--- config.mk ---
export PLATFORM = sky130hd
export DESIGN_NAME = bus_arbiter4_flat
export DESIGN_NICKNAME = d
export VERILOG_FILES = /design/src/rtl/bus_arbiter4_pkg.sv /design/src/rtl/bus_arbiter4_if.sv /design/src/rtl/bus_arbiter4_rr_pick4.sv /design/src/rtl/bus_arbiter4.sv /design/src/flat_wrapper.sv
export SDC_FILE = /design/constraint.sdc
export NUM_CORES = 1
export LEC_CHECK = 0
export ABC_AREA = 1
export CAP_MARGIN = 20
export CORE_MARGIN = 2
export CORE_UTILIZATION = 47
export CTS_CLUSTER_SIZE = 24
export DETAILED_ROUTE_END_ITERATION = 8
export GPL_TIMING_DRIVEN = 0
export PLACE_DENSITY_LB_ADDON = 0.08
export SETUP_SLACK_MARGIN = 0.1
export SYNTH_ARGS = -nofsm -noshare
export SYNTH_HDL_FRONTEND = slang
export SYNTH_HIERARCHICAL = 1
export SYNTH_SLANG_ARGS = --single-unit
export TNS_END_PERCENT = 50
--- constraint.sdc ---
create_clock -name clk -period 1.4 [get_ports clk]
set_input_delay 0.28 -clock clk [delete_from_list [all_inputs] [get_ports clk]]
set_output_delay 0.28 -clock clk [all_outputs]
set_load 0.1 [all_outputs]
--- src/rtl/bus_arbiter4_pkg.sv ---
// Shared types and helpers for the four-way round-robin bus arbiter.
// Optional feature macro: ARB_TURNAROUND_EN (dead cycle between owners).
package bus_arb_pkg;

    localparam int NREQ = 4;

    typedef enum logic [1:0] {
        IDLE  = 2'd0,
        GRANT = 2'd1,
        TURN  = 2'd2
    } arb_state_e;

    // Requester index to one-hot grant pattern.
    function automatic logic [NREQ-1:0] onehot2(input logic [1:0] idx);
        return 4'b0001 << idx;
    endfunction

endpackage

--- src/rtl/bus_arbiter4_if.sv ---
// Handshake bundle between the requesters and the arbiter.
// The arbiter takes the slave view; requester logic takes the master view.
interface bus_arbiter4_if;

    logic [bus_arb_pkg::NREQ-1:0] req;
    logic [bus_arb_pkg::NREQ-1:0] gnt;
    logic [1:0]                   owner;
    logic                         grant_valid;
    logic                         busy;

    modport master (output req, input gnt, input owner, input grant_valid, input busy);
    modport slave  (input req, output gnt, output owner, output grant_valid, output busy);

endinterface

--- src/rtl/bus_arbiter4_rr_pick4.sv ---
// Combinational round-robin pick: first asserted request at or after
// last+1, wrapping modulo four. idx is meaningless when any is low.
module rr_pick4 (
    input  logic [3:0] req_i,
    input  logic [1:0] last_i,
    output logic       any_o,
    output logic [1:0] idx_o
);

    logic [1:0] cand;

    // Scan from the farthest offset down so the nearest asserted requester wins.
    always_comb begin
        // NOTE: every output gets a default first so no path leaves it unassigned (no latch).
        any_o = |req_i;
        idx_o = last_i;
        cand  = 2'd0;
        for (int k = 4; k >= 1; k--) begin
            cand = last_i + 2'(k);
            if (req_i[cand]) begin
                idx_o = cand;
            end
        end
    end

endmodule

--- src/rtl/bus_arbiter4.sv ---
// Round-robin arbiter for four tristate bus drivers with hold timeout.
// Registered one-hot gnt feeds the bufif1 enables; at most one bit is set.
// Optional feature macro: ARB_TURNAROUND_EN inserts one dead cycle (TURN)
// between ownerships; without it the handover is back-to-back.
import bus_arb_pkg::*;

module bus_arbiter4 #(
    parameter int MAX_HOLD = 8
) (
    input  logic           clk,
    input  logic           rst,
    bus_arbiter4_if.slave  bus
);

    localparam int CW = $clog2(MAX_HOLD) + 1;

    arb_state_e    state_q;
    logic [3:0]    gnt_q;
    logic [1:0]    owner_q;
    logic [1:0]    last_q;
    logic [CW-1:0] hold_cnt_q;
    logic [CW-1:0] hold_cnt_d;
    logic          grant_valid_q;
    logic          busy_q;

    logic          pick_any;
    logic [1:0]    pick_idx;
    logic          at_limit;
    logic          others_waiting;
    logic          release_now;

    rr_pick4 u_pick (
        .req_i  (bus.req),
        .last_i (last_q),
        .any_o  (pick_any),
        .idx_o  (pick_idx)
    );

    // Release decision: owner dropped its request, or timed out with someone waiting.
    always_comb begin
        at_limit       = (hold_cnt_q == CW'(MAX_HOLD - 1));
        others_waiting = |(bus.req & ~onehot2(owner_q));
        release_now    = !bus.req[owner_q] || (at_limit && others_waiting);
        hold_cnt_d     = at_limit ? hold_cnt_q : hold_cnt_q + CW'(1);
    end

    // Arbitration FSM with registered grant outputs.
    always_ff @(posedge clk) begin
        // NOTE: state is updated with non-blocking assignments so every register sees pre-edge values.
        if (rst) begin
            state_q       <= IDLE;
            gnt_q         <= '0;
            owner_q       <= 2'd0;
            last_q        <= 2'd3;
            hold_cnt_q    <= '0;
            grant_valid_q <= 1'b0;
            busy_q        <= 1'b0;
        end else begin
            case (state_q)
                IDLE, TURN: begin
                    if (pick_any) begin
                        state_q       <= GRANT;
                        gnt_q         <= onehot2(pick_idx);
                        owner_q       <= pick_idx;
                        last_q        <= pick_idx;
                        hold_cnt_q    <= '0;
                        grant_valid_q <= 1'b1;
                        busy_q        <= 1'b1;
                    end else begin
                        state_q       <= IDLE;
                        gnt_q         <= '0;
                        grant_valid_q <= 1'b0;
                        busy_q        <= 1'b0;
                    end
                end
                GRANT: begin
                    if (release_now) begin
`ifdef ARB_TURNAROUND_EN
                        state_q       <= TURN;
                        gnt_q         <= '0;
                        grant_valid_q <= 1'b0;
                        busy_q        <= 1'b1;
`else
                        if (pick_any) begin
                            state_q       <= GRANT;
                            gnt_q         <= onehot2(pick_idx);
                            owner_q       <= pick_idx;
                            last_q        <= pick_idx;
                            hold_cnt_q    <= '0;
                            grant_valid_q <= 1'b1;
                            busy_q        <= 1'b1;
                        end else begin
                            state_q       <= IDLE;
                            gnt_q         <= '0;
                            grant_valid_q <= 1'b0;
                            busy_q        <= 1'b0;
                        end
`endif
                    end else begin
                        hold_cnt_q <= hold_cnt_d;
                    end
                end
                default: begin
                    state_q       <= IDLE;
                    gnt_q         <= '0;
                    grant_valid_q <= 1'b0;
                    busy_q        <= 1'b0;
                end
            endcase
        end
    end

    assign bus.gnt         = gnt_q;
    assign bus.owner       = owner_q;
    assign bus.grant_valid = grant_valid_q;
    assign bus.busy        = busy_q;

endmodule

--- src/flat_wrapper.sv ---
// flat-port wrapper written by rule: the top's interface ports become plain ports
module bus_arbiter4_flat 
#(
    parameter int MAX_HOLD = 8
)
  (clk, rst, bus_req, bus_gnt, bus_owner, bus_grant_valid, bus_busy);
  bus_arbiter4_if bus_i ();
  input  logic clk;
  input  logic rst;
  input wire logic [$bits(bus_i.req)-1:0] bus_req;
  output wire logic [$bits(bus_i.gnt)-1:0] bus_gnt;
  output wire logic [$bits(bus_i.owner)-1:0] bus_owner;
  output wire logic [$bits(bus_i.grant_valid)-1:0] bus_grant_valid;
  output wire logic [$bits(bus_i.busy)-1:0] bus_busy;
  assign bus_i.req = bus_req;
  assign bus_gnt = bus_i.gnt;
  assign bus_owner = bus_i.owner;
  assign bus_grant_valid = bus_i.grant_valid;
  assign bus_busy = bus_i.busy;
  bus_arbiter4 #(.MAX_HOLD(MAX_HOLD)) u_core (.clk(clk), .rst(rst), .bus(bus_i));
endmodule
==> run summary <==
Status: complete, but fails checks
Failing checks: negative setup slack
Syn avg cell area: 6.429 sq um
Post-synthesis async set-or-reset flop share: 0%
Clock transition at path regs: 80 ps
Die H: 48.54 microns
Synth Net Count: 152
GR Overflow Total: 0
DR DRC count: 0
Initial antenna violation count: 0
Multi-input logic area: 640.6 sq um
Layout cell share with drive strength beyond 1: 49.71%
Num CTS Buffers: 3
Final hold viol count: 0
WL final: 2417 microns
Crit path max-delay family: simple AND/OR/NAND/NOR gates
Min cycle time layout: 1492 ps
Worst Hold Class: reg -> reg
Register area share after synthesis: 27.92%
Switch share: 57.44%
FF/Latch Area: 274.0 sq um
Vias in the first global route: 871
CP max FO: 4
Number of synthesized flops with an enable pin: 0
First-pass GRT wire length: 3629 microns
Flops & latches, synth: 13
Max layer used: met4
# setup viols final: 13
Netlist cell types: 26
Die area: 2356 sq um
Fin. max-slew vios: 0
Sequential fraction of design power: 19.5%
RSZ-0062 raised after global routing: yes
Largest net degree at the start of global routing: 10
Final clock skew: 3.314 ps
Worst vdd ir: 0.001954 V
Commonest non-fill, non-tap cells in the layout: nand2_1, nand2_2, nand3_1
Routed vias: 1033
Metal1 wirelength: 1026 microns
Headroom to the max-slew limit: 67.90%
Final setup margin: -92.35 ps
Post-DP HPWL: 1523 microns
Fill cell count: 188
Clock buffer depth: 2
Combinational power share: 73.0%
Tot Pwr: 3.157 mW
Nets: 181
DP Area: 1109 sq um
Vias per cell: 5.165
CTS tree: built
Mapped Cells: 145
DP Worst Slack: -403.4 ps
CP max stage delay: 340 ps
Power per cell area: 2476 nW/um^2
Leakage power: 0.6094 nW
Met3 WL: 127 microns
Die width: 48.54 microns
Critical path class: reg -> reg
Clock sink count: 13
CP endpoint kind: flop
I/O Buffers: 13
Post-DRT Antenna Nets: 0
Layout Cells excl Fill: 200
Setup TNS: -554.8 ps
Worst-Margin Slew: 484.8 ps
I/O pin cnt: 14
Synth-to-layout area growth: 36.78%
# diodes: 0
CORE AREA: 1922 sq um
Critical path launch point type: flop
Clk Latency, worst-skew pair: 280 ps
# hold bufs at CTS: 0
Crit-path most repeated cell: nand2_2
Most used DFF post-synth: dfxtp_1
Iter 0 DRT Violations: 20
Power share of the clock group: 7.5%
WL met2: 1226 microns
Tot GR Track Use: 19.07%
Initial Utilization: 48.50%
Mapped Area: 932.1 sq um
Final Core Density: 66.34%
Fin Hold WS: 475.4 ps
Crit path buf inv count: 3
Period utilization: 106.6%
Internal Power: 1.344 mW
Net Switching: 1.813 mW
Row cnt: 16
Crit-path cells: buf_2, o21ai_2, nand2_2, nand2_2, inv_2, nand3_1, nand2_2, inv_2, nand4_1, a21oi_2
Crit-path slowest cell: dfxtp_2
H-tree depth: 1
DP Cell Count: 185
Highest clock rate: 0.6701 GHz
Design Area, Final: 1275 sq um
Placer Congestion: 0.8497
Commonest non-fill, non-tap cell in the layout: nand2_1
Yosys warnings: 6
CP Data Arrival Time: 1710 ps
Drt pass-1 iters: 4
Routed WL per cell: 12.09 microns
Clock root buffer: clkbuf_4
Max Cap Viol: 0
WP data required: 1620 ps
## worst reg2reg max path, stage by stage (launching register included)
cell and delay (ps):
dfxtp_2 340, buf_2 140, o21ai_2 200, nand2_2 90
nand2_2 80, inv_2 40, nand3_1 110, nand2_2 80
inv_2 70, nand4_1 110, a21oi_2 160
## final cells by class
cell class	instances	area share [%]
multi-input cells	109	50.25
plain buffers	3	2.650
clock buffers	4	2.061
well taps	27	2.650
inverters	21	6.771
flip-flops and latches	13	21.49
repair buffers	23	14.13
## timing repair
item                                    in CTS  in global routing
setup buffers                                3                  6
gates resized for setup                     60                 26
pin swaps                                    7                 20
endpoints found under the setup margin      21                 16
cloned                                       2                  0
## cell usage after synthesis, types with 2 or more instances
library cell	n	area [sq um]
nand2_1	43	161.4
nand3_1	18	90.09
dfxtp_1	13	260.3
inv_1	12	45.04
nand2_2	11	68.82
nor2_1	8	30.03
inv_2	7	26.28
a21oi_1	5	25.02
o21ai_0	4	20.02
nand4_1	3	18.77
o21ai_1	3	15.01
buf_6	2	22.52
nand2_4	2	22.52
o21ai_2	2	17.52
## logic make-up after synthesis
| logic type | count (synthesis) | share of synthesized area [%] |
|---|---|---|
| compound gates | 16 | 11.01 |
| fa+ha+maj | 1 | 1.342 |
| buf+inv | 24 | 12.48 |
| flops | 13 | 27.92 |
| simple gates | 91 | 47.25 |
## layer usage
layer / vias up / GRT usage, %
li1: 521 / -
met1: 473 / 23.36
met2: 33 / 34.26
met3: 6 / 3.086
met4: 0 / 5.714
met5: - / 0
## final timing paths
kind,start,end,slack [ps],cells past startpoint
min reg2reg,u_core/bus.gnt[2],u_core/bus.gnt[2],480,2
max,u_core/last_q[0],u_core/bus.gnt[2],-90,10
max reg2reg,u_core/last_q[0],u_core/bus.gnt[2],-90,10
min,u_core/bus.gnt[2],u_core/bus.gnt[2],480,2
## registers in the layout (all words and copies together), names as in the netlist
name and count:
u_core/bus.gnt 4, u_core/state_q 1, u_core/bus.owner 2, u_core/hold_cnt_q 4, u_core/last_q 2
## power groups by stage
stage / combinational [mW] / sequential [mW] / clock [mW]
floorplan: 0.986 / 1.17 / 0
global placement: 1.88 / 0.598 / 0
detailed placement: 1.90 / 0.603 / 0
CTS: 1.96 / 0.604 / 0.242
global route: 2.46 / 0.635 / 0.257
finish: 2.30 / 0.616 / 0.238
Power figures use the tool's default switching activity.
